===== config.mk =====
export PLATFORM = sky130hd
export DESIGN_NAME = des_block_serializer_flat
export DESIGN_NICKNAME = d
export VERILOG_FILES = /design/src/rtl/des_block_serializer_if.sv /design/src/rtl/des_block_serializer.sv /design/src/flat_wrapper.sv
export SDC_FILE = /design/constraint.sdc
export NUM_CORES = 1
export LEC_CHECK = 0
export CAP_MARGIN = 20
export CORE_AREA = 3 3 131 133
export CTS_BUF_LIST = sky130_fd_sc_hd__clkbuf_2 sky130_fd_sc_hd__clkbuf_4 sky130_fd_sc_hd__clkbuf_8
export DETAILED_ROUTE_END_ITERATION = 16
export DIE_AREA = 0 0 134 136
export GPL_TIMING_DRIVEN = 0
export PLACE_DENSITY = 0.58
export SYNTH_ARGS = -nofsm -noshare
export SYNTH_HDL_FRONTEND = slang
export SYNTH_SLANG_ARGS = --single-unit

===== constraint.sdc =====
create_clock -name clk -period 2.4 [get_ports clk]
set_input_delay 0.48 -clock clk [delete_from_list [all_inputs] [get_ports clk]]
set_output_delay 0.48 -clock clk [all_outputs]
set_load 0.1 [all_outputs]

===== src/rtl/des_block_serializer_if.sv =====
// Block-in / byte-out handshake bundle for the DES block serializer.
// The master is the upstream permutation stage plus the downstream FIFO side.
// The slave is the serializer itself.
interface des_block_serializer_if;
   logic [63:0] tx_data;
   logic        block_valid;
   logic        block_ready;
   logic [7:0]  tx_byte;
   logic        byte_valid;
   logic        byte_ready;
   logic        last_byte;
   logic        block_done;
   logic        busy;

   modport master (
      output tx_data, block_valid, byte_ready,
      input  block_ready, tx_byte, byte_valid, last_byte, block_done, busy
   );

   modport slave (
      input  tx_data, block_valid, byte_ready,
      output block_ready, tx_byte, byte_valid, last_byte, block_done, busy
   );
endinterface


===== src/rtl/des_block_serializer.sv =====
// DES block serializer: turns 64-bit ciphertext blocks into a byte stream.
// It has one active shift register and a one-deep skid buffer, so consecutive
// blocks stream out with no bubble between them.
module des_block_serializer #(
   parameter int MSB_FIRST = 1
) (
   input  logic                   clk,
   input  logic                   rst,
   input  logic                   flush,
   des_block_serializer_if.slave  bus
);

   typedef enum logic {IDLE, SEND} state_t;

   state_t      state_q, state_d;
   logic [63:0] shift_q, shift_d;
   logic [63:0] buf_q, buf_d;
   logic [2:0]  count_q, count_d;
   logic        buf_full_q, buf_full_d;
   logic        block_done_q, block_done_d;

   logic        blk_xfer;
   logic        byte_xfer;
   logic        final_xfer;
   logic [63:0] shifted;

   // Handshake decode; the outgoing byte always sits at the same end of shift_q
   always_comb begin
      blk_xfer   = bus.block_valid && !buf_full_q;
      byte_xfer  = (state_q == SEND) && bus.byte_ready;
      final_xfer = byte_xfer && (count_q == 3'd7);
      shifted    = (MSB_FIRST != 0) ? {shift_q[55:0], 8'h00} : {8'h00, shift_q[63:8]};
   end

   // Next-state logic: load, shift, buffer, and hand over from the buffer
   always_comb begin
      state_d      = state_q;
      shift_d      = shift_q;
      buf_d        = buf_q;
      count_d      = count_q;
      buf_full_d   = buf_full_q;
      block_done_d = 1'b0;
      case (state_q)
         IDLE: begin
            if (blk_xfer) begin
               shift_d = bus.tx_data;
               count_d = '0;
               state_d = SEND;
            end
         end
         SEND: begin
            if (final_xfer) begin
               block_done_d = 1'b1;
               count_d      = '0;
               if (buf_full_q) begin
                  shift_d    = buf_q;
                  buf_full_d = 1'b0;
               end else if (blk_xfer) begin
                  shift_d = bus.tx_data;
               end else begin
                  state_d = IDLE;
               end
            end else begin
               if (byte_xfer) begin
                  shift_d = shifted;
                  count_d = count_q + 3'd1;
               end
               if (blk_xfer) begin
                  buf_d      = bus.tx_data;
                  buf_full_d = 1'b1;
               end
            end
         end
         default: state_d = IDLE;
      endcase
   end

   // State registers; flush clears everything exactly like reset
   always_ff @(posedge clk) begin
      if (rst || flush) begin
         state_q      <= IDLE;
         shift_q      <= '0;
         buf_q        <= '0;
         count_q      <= '0;
         buf_full_q   <= 1'b0;
         block_done_q <= 1'b0;
      end else begin
         state_q      <= state_d;
         shift_q      <= shift_d;
         buf_q        <= buf_d;
         count_q      <= count_d;
         buf_full_q   <= buf_full_d;
         block_done_q <= block_done_d;
      end
   end

   assign bus.block_ready = !buf_full_q;
   assign bus.byte_valid  = (state_q == SEND);
   assign bus.tx_byte     = (state_q != SEND) ? 8'h00 :
                            (MSB_FIRST != 0)  ? shift_q[63:56] : shift_q[7:0];
   assign bus.last_byte   = (state_q == SEND) && (count_q == 3'd7);
   assign bus.block_done  = block_done_q;
   assign bus.busy        = (state_q == SEND) || buf_full_q;

endmodule

===== src/flat_wrapper.sv =====
// flat-port wrapper written by rule: the top's interface ports become plain ports
module des_block_serializer_flat 
#(
   parameter int MSB_FIRST = 1
)
  (clk, rst, flush, bus_tx_data, bus_block_valid, bus_byte_ready, bus_block_ready, bus_tx_byte, bus_byte_valid, bus_last_byte, bus_block_done, bus_busy);
  des_block_serializer_if bus_i ();
  input  logic clk;
  input  logic rst;
  input  logic flush;
  input wire logic [$bits(bus_i.tx_data)-1:0] bus_tx_data;
  input wire logic [$bits(bus_i.block_valid)-1:0] bus_block_valid;
  input wire logic [$bits(bus_i.byte_ready)-1:0] bus_byte_ready;
  output wire logic [$bits(bus_i.block_ready)-1:0] bus_block_ready;
  output wire logic [$bits(bus_i.tx_byte)-1:0] bus_tx_byte;
  output wire logic [$bits(bus_i.byte_valid)-1:0] bus_byte_valid;
  output wire logic [$bits(bus_i.last_byte)-1:0] bus_last_byte;
  output wire logic [$bits(bus_i.block_done)-1:0] bus_block_done;
  output wire logic [$bits(bus_i.busy)-1:0] bus_busy;
  assign bus_i.tx_data = bus_tx_data;
  assign bus_i.block_valid = bus_block_valid;
  assign bus_i.byte_ready = bus_byte_ready;
  assign bus_block_ready = bus_i.block_ready;
  assign bus_tx_byte = bus_i.tx_byte;
  assign bus_byte_valid = bus_i.byte_valid;
  assign bus_last_byte = bus_i.last_byte;
  assign bus_block_done = bus_i.block_done;
  assign bus_busy = bus_i.busy;
  des_block_serializer #(.MSB_FIRST(MSB_FIRST)) u_core (.clk(clk), .rst(rst), .flush(flush), .bus(bus_i));
endmodule

==> results of run 1 <==
layout make-up:
class	instances	area (um^2)	area share, %
sequential	134	2690	33.9
clock buffer	26	333	4.20
tap	216	270	3.41
inverter	1	3.75	0.0473
timing repair buffer	84	820	10.3
multi-input combinational	535	3370	42.4
clock inverter	4	20.0	0.252
buffer	91	430	5.43
worst max-delay path by stage:
stage                     endpoint  cells after the start
floorplan            bus_last_byte                      6
global placement     bus_last_byte                      7
detailed placement   bus_last_byte                      7
CTS                  bus_last_byte                      6
global route        bus_tx_byte[7]                      4
finish              bus_tx_byte[7]                      4
power groups by stage:
stage | Sequential [W] | Clock [W] | Combinational (W)
finish | 0.00233 | 0.00174 | 0.000606
floorplan | 0.00237 | 0 | 0.000325
detailed placement | 0.00238 | 0 | 0.000599
global placement | 0.00237 | 0 | 0.000592
global route | 0.00233 | 0.00186 | 0.000654
CTS | 0.00232 | 0.00177 | 0.000600
cells in the mapped netlist:
cell	n	area share [%]
sky130_fd_sc_hd__a211oi_1	1	0.12
sky130_fd_sc_hd__a21bo_2	1	0.16
sky130_fd_sc_hd__a21boi_0	1	0.12
sky130_fd_sc_hd__a21oi_1	68	5.3
sky130_fd_sc_hd__a21oi_4	1	0.25
sky130_fd_sc_hd__a31oi_1	1	0.097
sky130_fd_sc_hd__a32oi_1	8	1.1
sky130_fd_sc_hd__and2_0	1	0.097
sky130_fd_sc_hd__and2_1	9	0.87
sky130_fd_sc_hd__and3_1	1	0.097
sky130_fd_sc_hd__and3b_1	56	7.6
sky130_fd_sc_hd__and4_1	1	0.14
sky130_fd_sc_hd__buf_1	3	0.17
sky130_fd_sc_hd__buf_2	9	0.70
sky130_fd_sc_hd__buf_4	1	0.12
sky130_fd_sc_hd__buf_6	6	1.0
sky130_fd_sc_hd__clkbuf_1	72	4.2
sky130_fd_sc_hd__clkbuf_2	2	0.16
sky130_fd_sc_hd__dfxtp_1	134	42
sky130_fd_sc_hd__ha_1	2	0.39
sky130_fd_sc_hd__inv_1	1	0.058
sky130_fd_sc_hd__nand2_1	11	0.64
sky130_fd_sc_hd__nand2b_1	1	0.097
sky130_fd_sc_hd__nand3_1	66	5.1
sky130_fd_sc_hd__nand3b_1	1	0.12
sky130_fd_sc_hd__nor2_1	58	3.4
sky130_fd_sc_hd__nor2b_1	1	0.097
sky130_fd_sc_hd__nor3b_1	1	0.12
sky130_fd_sc_hd__nor4bb_1	1	0.16
sky130_fd_sc_hd__o2111a_1	56	9.8
sky130_fd_sc_hd__o21ai_0	121	9.4
sky130_fd_sc_hd__o22ai_1	8	0.78
sky130_fd_sc_hd__or2_2	2	0.19
sky130_fd_sc_hd__or3_1	56	5.4
sky130_fd_sc_hd__or3b_4	1	0.17
flip-flops by register name (all words and copies together), names as in the netlist:
signal / cells
u_core.bus.block_done: 1
u_core.bus.byte_valid: 1
u_core.shift_q: 64
u_core.count_q: 3
u_core.buf_full_q: 1
u_core.buf_q: 64
metrics by stage:
| step | cells | power, W | TNS (ns) | setup WS (ns) |
|---|---|---|---|---|
| detailed placement | 1060 | 0.00297 | -22.59 | -1.10 |
| finish | 1091 | 0.00467 | 0 | 0.102 |
| global route | 1091 | 0.00485 | 0 | 0.0270 |
| CTS | 1088 | 0.00470 | 0 | 0.0138 |
| floorplan | 763 | 0.00269 | 0 | 0.0967 |
| global placement | 1060 | 0.00297 | -18.68 | -1.10 |
per-layer routing:
layer  track usage [%]  wire [um]  up-vias
li1                  -          -     3027
met1              32.2       9790     3112
met2              37.8       9980      243
met3              5.00       1270       42
met4              9.60        653        0
met5                 0          0        -
worst min-delay path: stages (launching register included):
cell and delay [ns]:
sky130_fd_sc_hd__dfxtp_1 0.31, sky130_fd_sc_hd__o21ai_0 0.06, sky130_fd_sc_hd__a21oi_1 0.06
kinds of logic (layout without fill, tap and decap cells):
kind of cell	after synthesis	after routing	share of synthesized area [%]
AOI/OAI and AO/OA	266	266	27.1
adders and majority gates	2	2	0.389
buffers and inverters	94	206	6.45
DFF	134	134	41.7
and+or+nand+nor	267	267	24.4
what timing repair did:
item                                    4_1_cts  5_1_grt
endpoints found under the setup margin       13        1
hold buffers                                  0        0
resized for setup                            79        4
setup buffers                                 0        3
==> insert_results.sql, run 1 <==
INSERT INTO impl_metrics (metric_group, metric, value, unit) VALUES
('layout', 'post_route_cells_drive_above_1_share', '9.49', '%'),
('critical_path', 'worst_path_most_repeated_cell', 'sky130_fd_sc_hd__clkbuf_2', ''),
('route', 'drt.antenna.violating_nets', '0', ''),
('clock_tree', 'cts_sinks', '134', ''),
('synthesis', 'syn-instance-count', '763', ''),
('sta', 'setup_viol', '0', ''),
('clock_tree', 'ctsRootBufferMaster', 'sky130_fd_sc_hd__clkbuf_8', ''),
('floorplan', 'core_area', '0.0159', 'mm^2'),
('clock_tree', 'insertion_delay', '0.46', 'ns'),
('critical_path', 'critical_path_arrival', '1.82', 'ns'),
('layout', 'antenna_cells', '0', ''),
('sta', 'period_share', '95.7', '%'),
('clock_tree', 'clk_pin_slew', '0.08', 'ns'),
('run', 'cap_violations', '0', ''),
('route', 'remaining_drc_errors', '0', ''),
('sta', 'slew-limit-headroom', '36.1', '%'),
('floorplan', 'io-pin-count', '82', ''),
('critical_path', 'r2r_cells', '7', ''),
('layout', 'final_util', '49.7', '%'),
('critical_path', 'worst_r2r_endpoint', 'u_core.shift_q[7]', ''),
('status', 'run_status', 'finished clean', ''),
('sta', 'fin_skew', '0.00960', 'ns'),
('grt', 'gr-usage-all-layers', '24.0', '%'),
('critical_path', 'critPathBufInv', '3', ''),
('sta', 'worst-slew-pin-transition', '0.963', 'ns'),
('sta', 'number_of_slew_limit_violations_in_the_final_report', '0', ''),
('power', 'internal_power', '0.00342', 'W'),
('critical_path', 'path_class', 'reg -> out', ''),
('synthesis', 'syn_avg_cell_area', '8.44', 'um^2'),
('grt', 'grt_pass1_wl', '34.1', 'mm'),
('floorplan', 'fp.dieW', '134', 'um'),
('critical_path', 'path_max_fanout', '10', ''),
('clock_tree', 'htreeDepth', '4', ''),
('route', 'post_drt_wl_per_cell', '19.9', 'um'),
('synthesis', 'synth_seq_cells', '134', ''),
('floorplan', 'initial_utilization', '40.4', '%'),
('layout', 'n_fill_cell', '1527', ''),
('sta', 'final.hold.worst_slack', '0.475', 'ns'),
('power', 'p_leak', '2.80', 'nW'),
('route', 'detail_route.iter0.violations', '470', ''),
('power', 'power_density', '589', 'mW/mm^2'),
('synthesis', 'synth_seq_area_share', '41.7', '%'),
('critical_path', 'setup.worst_path.end_class', 'primary output', ''),
('critical_path', 'crit_path_start', 'u_core.bus.byte_valid', ''),
('power', 'power.combinational.fraction', '13.0', '%'),
('min_path', 'hold_start', 'u_core.buf_q[13]', ''),
('sta', 'period_minus_slack', '2.30', 'ns'),
('synthesis', 'yosysUniqueCellTypes', '35', ''),
('grt', 'globalRoute.totalOverflow', '0', ''),
('floorplan', 'fp.dieH', '136', 'um'),
('sta', 'hold_violations', '0', ''),
('placed_design', 'routabilityCongestion', '0.846', ''),
('clock_tree', 'cts_tree', 'done', ''),
('placed_design', 'portBuffers', '81', ''),
('critical_path', 'worst_r2r_startpoint', 'u_core.count_q[0]', ''),
('min_path', 'hold_end', 'u_core.buf_q[13]', ''),
('floorplan', 'total_number_of_placement_rows', '46', ''),
('critical_path', 'slowest_stage', 'sky130_fd_sc_hd__dfxtp_2', ''),
('synthesis', 'synthesis.yosys.warnings', '0', ''),
('layout', 'post-route-cell-area', '0.00793', 'mm^2'),
('layout', 'area_growth_syn_to_layout', '23.2', '%'),
('min_path', 'min-delay-path-class', 'reg -> reg', ''),
('power', 'p_seq_share', '49.8', '%'),
('power', 'swShare', '26.9', '%'),
('critical_path', 'worst_path_dominant_cell_family', 'buffers and inverters', ''),
('critical_path', 'ordered_list_of_cells_on_the_worst_path', 'clkbuf_2 > clkbuf_2 > and2_2 > buf_4', ''),
('synthesis', 'post_synth_instance_area', '0.00644', 'mm^2'),
('layout', 'nets', '935', ''),
('grt', 'first_global_vias', '6263', ''),
('grt', 'number_of_antenna_violations_at_the_first_check_in_global_routing', '0', ''),
('route', 'vias', '6424', '');
Note: power is estimated with default switching activity, not from simulation.
==> run 2: changes to the inputs <==
Settings changed: GPL_TIMING_DRIVEN 0 to 1.
==> run 2 against run 1 <==
  * Wire length is 14% lower
  * Non-clock buffer count fell by 69
  * Final area fell by 0.54%
  * Clock skew barely moved
  * Sequential cell count unchanged
  * Critical path depth unchanged
  * Critical endpoint is now bus_last_byte
  * Largest cell class unchanged
  * Largest power group unchanged
==> insert_results.sql, run 2 (same netlist as run 1, synthesis figures left out) <==
INSERT INTO impl_metrics (metric_group, metric, value, unit) VALUES
('layout', 'n_fill_cell', '1524', ''),
('critical_path', 'worst-r2r-setup-slack', '0.51', 'ns'),
('route', 'detail_route.iter0.violations', '414', ''),
('route', 'remaining_drc_errors', '0', ''),
('sta', 'rsz_0062_raised_after_global_routing', 'false', ''),
('sta', 'fin_skew', '0.0100', 'ns'),
('placed_design', 'portBuffers', '81', ''),
('critical_path', 'ordered_list_of_cells_on_the_worst_path', 'ha_1 > ha_4 > and2_2 > buf_12', ''),
('clock_tree', 'clk_pin_slew', '0.06', 'ns'),
('layout', 'post_layout_nonfiller_instances', '1022', ''),
('clock_tree', 'insertion_delay', '0.44', 'ns'),
('power', 'power_density', '597', 'mW/mm^2'),
('clock_tree', 'cts_sinks', '134', ''),
('floorplan', 'fp.dieW', '134', 'um'),
('grt', 'number_of_antenna_violations_at_the_first_check_in_global_routing', '0', ''),
('critical_path', 'worst_path_dominant_cell_family', 'adder cells', ''),
('layout', 'mostFrequentLayoutCell', 'sky130_fd_sc_hd__dfxtp_1', ''),
('sta', 'setup_viol', '0', ''),
('sta', 'tns', '0', 'ns'),
('sta', 'hold_violations', '0', ''),
('critical_path', 'slowest_stage', 'sky130_fd_sc_hd__dfxtp_1', ''),
('route', 'detail_route.first_pass.iterations', '5', ''),
('route', 'post_drt_wl_per_cell', '18.3', 'um'),
('sta', 'max_clock_freq', '460', 'MHz'),
('route', 'detail_route.wirelength', '18.7', 'mm'),
('floorplan', 'core_area', '0.0159', 'mm^2'),
('clock_tree', 'post_cts_hold_buffer_count', '0', ''),
('floorplan', 'fp.dieH', '136', 'um'),
('sta', 'period_minus_slack', '2.18', 'ns'),
('critical_path', 'critPathBufInv', '1', ''),
('floorplan', 'total_number_of_placement_rows', '46', ''),
('run', 'cap_violations', '0', ''),
('grt', 'grt_pass1_wl', '30.2', 'mm'),
('power', 'finalPower', '0.00471', 'W'),
('min_path', 'hold_start', 'u_core.buf_q[54]', ''),
('layout', 'area_growth_syn_to_layout', '22.5', '%'),
('route', 'drt.antenna.violating_nets', '0', ''),
('clock_tree', 'cts_tree', 'done', ''),
('critical_path', 'critical_path.max_stage_delay', '0.36', 'ns'),
('critical_path', 'setup.worst_path.end_class', 'primary output', ''),
('critical_path', 'cp.depth', '4', ''),
('power', 'p_leak', '2.78', 'nW'),
('clock_tree', 'cts_setup_buffers', '0', ''),
('clock_tree', 'ctsRootBufferMaster', 'sky130_fd_sc_hd__clkbuf_8', ''),
('sta', 'worst-slew-pin-transition', '0.674', 'ns'),
('grt', 'largest_net_degree_at_the_start_of_global_routing', '94', ''),
('floorplan', 'io-pin-count', '82', ''),
('critical_path', 'r2r_cells', '6', ''),
('power', 'vdd_ir_drop_max', '364', 'uV'),
('clock_tree', 'clock_path_buffers', '2', ''),
('status', 'run_status', 'finished clean', ''),
('grt', 'gr-usage-all-layers', '20.5', '%'),
('layout', 'post_route_cells_drive_above_1_share', '10.9', '%'),
('grt', 'globalRoute.totalOverflow', '0', ''),
('placed_design', 'placed_cells', '992', ''),
('layout', 'final_util', '49.5', '%'),
('critical_path', 'path_max_fanout', '18', ''),
('critical_path', 'cp-start-kind', 'flip-flop', ''),
('placed_design', 'hpwl', '11.5', 'mm'),
('grt', 'first_global_vias', '5819', ''),
('min_path', 'min-delay-path-class', 'reg -> reg', ''),
('sta', 'period_share', '90.7', '%'),
('clock_tree', 'tritoncts.num_buffers', '17', ''),
('layout', 'post-route-cell-area', '0.00789', 'mm^2'),
('critical_path', 'cp_data_required_time', '1.92', 'ns'),
('critical_path', 'crit_path_start', 'u_core.count_q[0]', ''),
('clock_tree', 'ctsResizeCount', '0', ''),
('critical_path', 'worst_r2r_startpoint', 'u_core.count_q[0]', ''),
('layout', 'top_regs', 'u_core.buf_q (64), u_core.shift_q (64), u_core.count_q (3)', ''),
('critical_path', 'path_class', 'reg -> out', ''),
('placed_design', 'dpl-instance-area', '0.00751', 'mm^2'),
('route', 'vias', '5964', ''),
('layout', 'antenna_cells', '0', ''),
('route', 'vias_per_cell', '5.84', ''),
('min_path', 'timing.hold.worst_path_depth', '2', ''),
('floorplan', 'die_area', '0.0182', 'mm^2'),
('floorplan', 'initial_utilization', '40.4', '%'),
('critical_path', 'critical_path_arrival', '1.70', 'ns'),
('layout', 'nets', '866', ''),
('sta', 'slew-limit-headroom', '55.0', '%'),
('placed_design', 'routabilityCongestion', '0.811', ''),
('clock_tree', 'htreeDepth', '4', ''),
('layout', 'final_cell_mix', '133 x sky130_fd_sc_hd__dfxtp_1, 121 x sky130_fd_sc_hd__o21ai_0, 68 x sky130_fd_sc_hd__a21oi_1, 68 x sky130_fd_sc_hd__clkdlybuf4s50_1, 66 x sky130_fd_sc_hd__nand3_1', ''),
('sta', 'number_of_slew_limit_violations_in_the_final_report', '0', '');
[run 2: cell types whose count changed in the layout (fill, tap and decap cells not counted), sizes merged]
cell | previous run | this run
clkdlybuf4s15 | 1 | 0
clkinv | 4 | 3
dlygate4sd2 | 2 | 0
clkbuf | 98 | 26
buf | 32 | 38
bufinv | 0 | 1
[run 2: routing by layer]
metal / vias up / share of wire, % / GRT usage (%)
met4: 0 / 0.96 / 4.29
met5: - / 0 / 0
li1: 2879 / - / -
met2: 180 / 47 / 33.1
met3: 14 / 5.6 / 5.29
met1: 2891 / 46 / 27.8
[run 2: layout make-up]
type,instances,area (um^2),share of cell area [%]
clock buffer,26,327,4.14
clock inverter,4,45.0,0.571
sequential,134,2680,34.0
multi-input combinational,535,3390,43.0
timing repair buffer,106,1170,14.8
tap,216,270,3.43
inverter,1,3.75,0.0476
[run 2: report_power, final]
part	switching (W)	total (W)	leakage, nW	internal [W]
registers	0.0000425	0.00233	1.09	0.00229
logic	0.000323	0.000582	1.50	0.000259
clock network	0.000824	0.00180	0.200	0.000972
[run 2: worst min-delay path, stage by stage, from the launching register on]
cell	delay [ns]
sky130_fd_sc_hd__dfxtp_1	0.30
sky130_fd_sc_hd__o21ai_0	0.06
sky130_fd_sc_hd__a21oi_1	0.06
[run 2: through the flow]
stage | hold WS [ns] | worst slack (ns)
final | 0.469 | 0.224
after global routing | 0.493 | 0.127
after CTS | 0.473 | 0.177
after detailed placement | 0.462 | 0.186
after global placement | 0.456 | 0.222
after floorplan | 0.447 | 0.0967
[run 2: final timing paths]
check                       end
max reg2reg  u_core.shift_q[11]
min            u_core.buf_q[54]
max               bus_last_byte
min reg2reg    u_core.buf_q[54]
